## config.mk

```make
export PLATFORM = sky130hd
export DESIGN_NAME = imm_encoder
export DESIGN_NICKNAME = d
export VERILOG_FILES = /design/src/rtl/imm_encoder_pkg.sv /design/src/rtl/imm_encoder_pack.sv /design/src/rtl/imm_encoder.sv
export SDC_FILE = /design/constraint.sdc
export NUM_CORES = 1
export LEC_CHECK = 0
export CAP_MARGIN = 30
export CORE_MARGIN = 2
export CORE_UTILIZATION = 52
export CTS_BUF_LIST = sky130_fd_sc_hd__clkbuf_4
export DETAILED_ROUTE_END_ITERATION = 8
export HOLD_SLACK_MARGIN = 0.03
export PLACE_DENSITY = 0.89
export SLEW_MARGIN = 10
export SYNTH_ARGS = -nofsm -noshare
export SYNTH_HDL_FRONTEND = slang
export SYNTH_HIERARCHICAL = 1
export SYNTH_SLANG_ARGS = --single-unit
```

## constraint.sdc

```tcl
create_clock -name clk -period 8.7 [get_ports clk]
set_clock_uncertainty 0.1 [all_clocks]
set_input_delay 2.175 -clock clk [delete_from_list [all_inputs] [get_ports clk]]
set_output_delay 2.175 -clock clk [all_outputs]
set_load 0.05 [all_outputs]
```

## src/rtl/imm_encoder_pkg.sv

```systemverilog
// -----------------------------------------------------------------------------
// imm_encoder_pkg
//
// Shared definitions for the immediate encoder slice.
//   - imm_type_e   : immediate format selector. The encoding matches the
//                    existing immediate decoder (J=00, I=01, S=10, B=11).
//   - occ_state_e  : occupancy of the two-entry output stage.
//   - enc_entry_t  : one stored result (encoded instruction + error flag).
//   - width constants and the sign-extension masks used by the range check.
//   - bits_uniform : helper that tells whether all masked bits are equal.
//
// Optional feature macro used by the files that import this package:
//   IMM_RANGE_CHECK_EN
// -----------------------------------------------------------------------------
package imm_encoder_pkg;

    localparam int XLEN      = 32;
    localparam int ENC_CNT_W = 16;
    localparam int ERR_CNT_W = 8;

    // Bits that must be a pure sign extension for each format to be
    // representable. I and S carry a 12-bit signed field (bits 31..11 equal),
    // B carries a 13-bit signed field (bits 31..12 equal) and J a 21-bit
    // signed field (bits 31..20 equal).
    localparam logic [XLEN-1:0] IS_SIGN_MASK = 32'hFFFF_F800;
    localparam logic [XLEN-1:0] B_SIGN_MASK  = 32'hFFFF_F000;
    localparam logic [XLEN-1:0] J_SIGN_MASK  = 32'hFFF0_0000;

    typedef enum logic [1:0] {
        IMM_J = 2'b00,
        IMM_I = 2'b01,
        IMM_S = 2'b10,
        IMM_B = 2'b11
    } imm_type_e;

    typedef enum logic [1:0] {
        OCC_EMPTY = 2'd0,
        OCC_ONE   = 2'd1,
        OCC_TWO   = 2'd2
    } occ_state_e;

    typedef struct packed {
        logic [XLEN-1:0] instr;
        logic            err;
    } enc_entry_t;

    // True when every bit selected by mask has the same value in v,
    // i.e. the selected bits are either all zero or all one.
    function automatic logic bits_uniform(input logic [XLEN-1:0] v,
                                          input logic [XLEN-1:0] mask);
        logic [XLEN-1:0] sel;
        sel = v & mask;
        return (sel == '0) || (sel == mask);
    endfunction

endpackage

```

## src/rtl/imm_encoder_pack.sv

```systemverilog
// -----------------------------------------------------------------------------
// imm_pack
//
// Purely combinational packing of a signed immediate into an instruction
// template, plus the optional representability check.
//
// Ports:
//   imm_type  in  2   immediate format (imm_type_e)
//   imm       in  32  signed immediate / byte offset
//   base      in  32  instruction template; non-immediate bits pass through
//   instr     out 32  template with the immediate fields overwritten
//   err       out 1   immediate not representable in imm_type
//
// Configuration:
//   IMM_RANGE_CHECK_EN  defined   -> err reflects the range/alignment check
//                       undefined -> err is tied to 0, no check logic exists
//
// The immediate fields are always filled from the truncated immediate bits,
// even when err is raised, so a consumer sees a deterministic encoding.
// -----------------------------------------------------------------------------
module imm_pack
    import imm_encoder_pkg::*;
(
    input  imm_type_e       imm_type,
    input  logic [XLEN-1:0] imm,
    input  logic [XLEN-1:0] base,
    output logic [XLEN-1:0] instr,
    output logic            err
);

    // Field scatter: start from the template and overwrite only the bit
    // positions that the selected format uses for its immediate. B and J
    // drop imm[0] because those offsets are always even.
    always_comb begin
        instr = base;
        case (imm_type)
            IMM_I: begin
                instr[31:20] = imm[11:0];
            end
            IMM_S: begin
                instr[31:25] = imm[11:5];
                instr[11:7]  = imm[4:0];
            end
            IMM_B: begin
                instr[31]    = imm[12];
                instr[30:25] = imm[10:5];
                instr[11:8]  = imm[4:1];
                instr[7]     = imm[11];
            end
            IMM_J: begin
                instr[31]    = imm[20];
                instr[30:21] = imm[10:1];
                instr[20]    = imm[11];
                instr[19:12] = imm[19:12];
            end
        endcase
    end

`ifdef IMM_RANGE_CHECK_EN
    // Representability check: the bits above the format's signed field must
    // be a clean sign extension, and branch/jump offsets must be even.
    always_comb begin
        err = 1'b0;
        case (imm_type)
            IMM_I, IMM_S: err = !bits_uniform(imm, IS_SIGN_MASK);
            IMM_B:        err = !bits_uniform(imm, B_SIGN_MASK) || imm[0];
            IMM_J:        err = !bits_uniform(imm, J_SIGN_MASK) || imm[0];
        endcase
    end
`else
    // Without the check the upper immediate bits feed nothing; they are
    // gathered into a named sink so the absence is explicit.
    logic unused_imm_high;
    assign unused_imm_high = ^imm[31:21];
    assign err             = 1'b0;
`endif

endmodule

```

## src/rtl/imm_encoder.sv

```systemverilog
// -----------------------------------------------------------------------------
// imm_encoder
//
// Encodes a signed immediate into an instruction template behind a
// valid/ready handshake on both sides. One imm_pack instance does the field
// packing at the input; results are held in a two-entry FIFO made of an
// output register and one skid register.
//
// Ports:
//   clk        in  1   clock, all state on the rising edge
//   rst        in  1   asynchronous active-high reset
//   in_valid   in  1   request present
//   in_ready   out 1   request can be accepted (registered: skid empty)
//   in_type    in  2   format: 01 I, 10 S, 11 B, 00 J
//   in_imm     in  32  signed immediate
//   in_base    in  32  instruction template
//   out_valid  out 1   encoded instruction present
//   out_ready  in  1   consumer accepts this cycle
//   out_instr  out 32  encoded instruction
//   out_err    out 1   immediate was not representable
//   enc_count  out 16  accepted-request counter (wraps)
//   err_count  out 8   erroneous-request counter (saturates)
//
// Configuration:
//   IMM_RANGE_CHECK_EN  enables the range check and err_count; when undefined
//                       out_err and err_count are constant 0.
//
// Latency is one cycle: an entry accepted on an edge is visible on out_*
// right after that edge whenever the output register is empty or draining.
// -----------------------------------------------------------------------------
module imm_encoder
    import imm_encoder_pkg::*;
(
    input  logic                 clk,
    input  logic                 rst,
    input  logic                 in_valid,
    output logic                 in_ready,
    input  logic [1:0]           in_type,
    input  logic [XLEN-1:0]      in_imm,
    input  logic [XLEN-1:0]      in_base,
    output logic                 out_valid,
    input  logic                 out_ready,
    output logic [XLEN-1:0]      out_instr,
    output logic                 out_err,
    output logic [ENC_CNT_W-1:0] enc_count,
    output logic [ERR_CNT_W-1:0] err_count
);

    occ_state_e state_q;
    occ_state_e state_d;

    enc_entry_t out_q;
    enc_entry_t skid_q;
    enc_entry_t new_entry;

    logic [XLEN-1:0] pack_instr;
    logic            pack_err;
    logic            in_ready_q;
    logic            accept;
    logic            drain;
    logic            load_out_new;
    logic            load_out_skid;
    logic            load_skid;

    imm_pack u_pack (
        .imm_type (imm_type_e'(in_type)),
        .imm      (in_imm),
        .base     (in_base),
        .instr    (pack_instr),
        .err      (pack_err)
    );

    assign new_entry = '{instr: pack_instr, err: pack_err};

    assign in_ready  = in_ready_q;
    assign out_valid = (state_q != OCC_EMPTY);
    assign out_instr = out_q.instr;
    assign out_err   = out_q.err;

    assign accept = in_valid && in_ready_q;
    assign drain  = out_valid && out_ready;

    // Occupancy next-state and data-path steering. The output register is
    // always the FIFO head; the skid register only ever holds the second,
    // younger entry. When the head drains while a new entry arrives in ONE,
    // the new entry goes straight to the output register so there is no
    // bubble. In TWO nothing can arrive because in_ready is already low.
    always_comb begin
        state_d       = state_q;
        load_out_new  = 1'b0;
        load_out_skid = 1'b0;
        load_skid     = 1'b0;
        case (state_q)
            OCC_EMPTY: begin
                if (accept) begin
                    state_d      = OCC_ONE;
                    load_out_new = 1'b1;
                end
            end
            OCC_ONE: begin
                if (accept && drain) begin
                    load_out_new = 1'b1;
                end else if (accept) begin
                    state_d   = OCC_TWO;
                    load_skid = 1'b1;
                end else if (drain) begin
                    state_d = OCC_EMPTY;
                end
            end
            OCC_TWO: begin
                if (drain) begin
                    state_d       = OCC_ONE;
                    load_out_skid = 1'b1;
                end
            end
            default: begin
                state_d = OCC_EMPTY;
            end
        endcase
    end

    // State register. in_ready is registered from the next state so that it
    // is high exactly when the skid register will be empty, with no
    // combinational path from out_ready.
    always_ff @(posedge clk or posedge rst) begin
        if (rst) begin
            state_q    <= OCC_EMPTY;
            in_ready_q <= 1'b1;
        end else begin
            state_q    <= state_d;
            in_ready_q <= (state_d != OCC_TWO);
        end
    end

    // Entry storage. Reset clears both entries so nothing stale can appear
    // after a reset that interrupted a transfer.
    always_ff @(posedge clk or posedge rst) begin
        if (rst) begin
            out_q  <= '0;
            skid_q <= '0;
        end else begin
            if (load_out_new) begin
                out_q <= new_entry;
            end else if (load_out_skid) begin
                out_q <= skid_q;
            end
            if (load_skid) begin
                skid_q <= new_entry;
            end
        end
    end

    // Accepted-request counter; natural wrap at the counter width.
    always_ff @(posedge clk or posedge rst) begin
        if (rst) begin
            enc_count <= '0;
        end else if (accept) begin
            enc_count <= enc_count + 1'b1;
        end
    end

`ifdef IMM_RANGE_CHECK_EN
    // Error counter: counts accepted requests flagged by the range check and
    // sticks at all-ones instead of wrapping.
    always_ff @(posedge clk or posedge rst) begin
        if (rst) begin
            err_count <= '0;
        end else if (accept && pack_err && (err_count != {ERR_CNT_W{1'b1}})) begin
            err_count <= err_count + 1'b1;
        end
    end
`else
    assign err_count = '0;
`endif

endmodule

```

==> results.txt <==
NumNets Final - 485
PD cells - 338.9 mW/mm2
Final Cycle Share - 0.4903
RSZ-0062 raised after global routing - false
top cells by area, synth - dfrtp_1 52%, mux2_2 13%, a22o_1 8.3%, a21o_1 6.3%, buf_4 4.7%
drt wl/cell - 15.96 um
total gr overflow - 0
Skew-Pair Late Insertion Delay - 0.42 ns
Avg Synthesized Cell Area - 12.55 um2
Filler cells - 573
final WL - 8235 um
most frequent cells in the layout - 102 x clkdlybuf4s50_1, 84 x dfrtp_1, 45 x mux2_2
worst hold path class - register to register
startpoint types - register
Fmax - 234.4 MHz
ant diodes - 0
mux cell area share after synthesis - 0.1283
maximum VDD drop - 184.8 uV
Lkg Pwr - 2.398 nW
Final Slew Violations - 0
GRT Util Overall - 0.2066
gp weighted congestion - 0.8106
total CTS buffers - 9
row count - 32
clk buf depth - 2
post-synthesis sequential area ratio - 0.5284
Hold Fails Final Rpt - 0
area delta synth->final - 28.15%
post-synth cell types - 40
CTS sink count - 85
most common library cell in the layout ignoring fill and taps - clkdlybuf4s50_1
Reg clk slew, reported paths - 0.15 ns
hpwl dp - 5915 um
CTS tree - yes
Setup Fix Bufs, Post-CTS - 0
crit-path max FO - 8
die width - 92.01 um
critical path arrival - 1.99 ns
design area - 0.005161 mm2
layout cells sized above 1 - 0.1836
main combinational cell family by area after synthesis - compound AO/OA/AOI/OAI gates
Post-Syn Area - 0.004028 mm2
total negative setup slack - 0 ns
adder-cell share of the synthesized area - 0.01864
Via density - 5.421
starting density of the core - 0.5294
Storage cell area - 0.002128 mm2
CTS-repair resized insts - 0
multi-input logic area - 0.001663 mm2
crit path capture type - output port
number of max-cap violations - 0
final setup fails - 0
port bufs - 102
IO Count - 129
Chip Height - 92.01 um
H-tree Lvls - 3
Vias - 2797
simple-gate share of the synthesized area - 0.06648
share of the synthesized area in the top cell type - 0.5219
largest net degree at the start of global routing - 59
post-synthesis compound-gate area fraction - 0.1569
number of global-route vias before repair - 2880
Clock Tree Root - clkbuf_4
Synth area leader - dfrtp_1
status - complete, no violations
Syn Inst Count - 321
Final min period - 4.266 ns
Cell Area, Placed - 0.005021 mm2
Core Region - 0.007607 mm2
drc violations - 0
Iter 0 DRT Violations - 55
measured slew at the worst slew-check pin - 0.7044 ns
die area - 0.008466 mm2
Synth Area in XOR/XNOR - 0.03262
CP Data Required Time - 6.43 ns
Post-DRT Antenna Nets - 0
global-route wire length before repair - 13790 um
Synth Warn # - 6
Relative slew margins - 0.5289
Setup CP Type - register to output port
initial antenna violation count - 0
hold_buf cts - 0
First-pass DRT Iterations - 4
Seq cells post-synth - 85
kinds of logic (layout without fill, tap and decap cells):
| family | after synthesis | after routing |
|---|---|---|
| adders and majority gates | 6 | 6 |
| other | 2 | 9 |
| xor gates and xnor gates | 15 | 15 |
| buffers and inverters | 42 | 128 |
| DFF | 85 | 85 |
| muxes | 46 | 46 |
| and+or+nand+nor | 46 | 46 |
| AOI/OAI and AO/OA | 79 | 79 |
path summary, 6_finish.rpt:
check | from | end | slack (ns) | cells after the start
hold reg to reg | enc_count[15] | enc_count[15] | 0.38 | 1
setup reg to reg | in_ready | skid_q[9] | 6.32 | 4
min in group asynchronous | rst | out_instr[0] | 2.02 | 3
max in group asynchronous | rst | in_ready | 5.85 | 4
hold / removal | enc_count[15] | enc_count[15] | 0.38 | 1
setup / recovery | state_q[1] | out_valid | 4.43 | 2
sequential cells by signal, summed over array words and instances, names as in the netlist:
signal     flops
enc_count     16
in_ready       1
out_err        1
out_instr     32
skid_q        33
state_q        2
cells in the mapped netlist (all sizes together):
library cell,n
or2,3
nand2b,1
and4,2
nor3,3
dfrtp,84
and3,1
and4b,1
o22ai,1
o21ai,1
nand4,5
nor3b,1
a22oi,1
buf,34
a21oi,2
dfstp,1
inv,4
a21o,35
and2,2
nand3,4
xnor2,12
ha,6
mux2i,1
a22o,38
clkbuf,4
conb,2
xor2,3
and3b,1
nand2,12
a31oi,1
nor2,9
mux2,45
nor2b,1
power breakdown:
part           switching [mW]  internal, mW
clock network           0.139        0.0888
registers               0.108         0.564
logic                   0.509         0.341
metrics by stage:
step,utilization,total power [mW],instances,hold WS [ns],setup slack [ns]
6_report,0.6785,1.749,516,0.3812,4.434
5_1_grt,0.6785,1.839,516,0.3945,4.353
4_1_cts,0.6785,1.764,516,0.3833,4.407
3_5_place_dp,0.6600,1.536,500,0.3610,4.120
3_3_place_gp,0.6564,1.505,499,0.3576,4.200
2_1_floorplan,-,1.256,328,0.3815,4.233
area by class of cell:
cell class | count | area share
Clock buffer | 9 | 0.01309
Timing Repair Buffer | 108 | 0.2104
Multi-Input combinational cell | 201 | 0.3222
Inverter | 4 | 0.003152
Tap cell | 102 | 0.02473
Sequential cell | 85 | 0.4124
Clock inverter | 7 | 0.01406
layer usage:
| metal | GRT usage | routed length, um |
|---|---|---|
| met3 | 0.05998 | 439 |
| met5 | 0 | 0 |
| met1 | 0.2489 | 3500 |
| met2 | 0.3523 | 4122 |
| met4 | 0.07711 | 173 |
worst max-delay path, stage by stage, from the launching register on:
cell and delay [ns]:
dfrtp_1 0.52, or2_2 0.34, clkdlybuf4s50_1 0.70
Note: power is estimated with default switching activity, not from simulation.
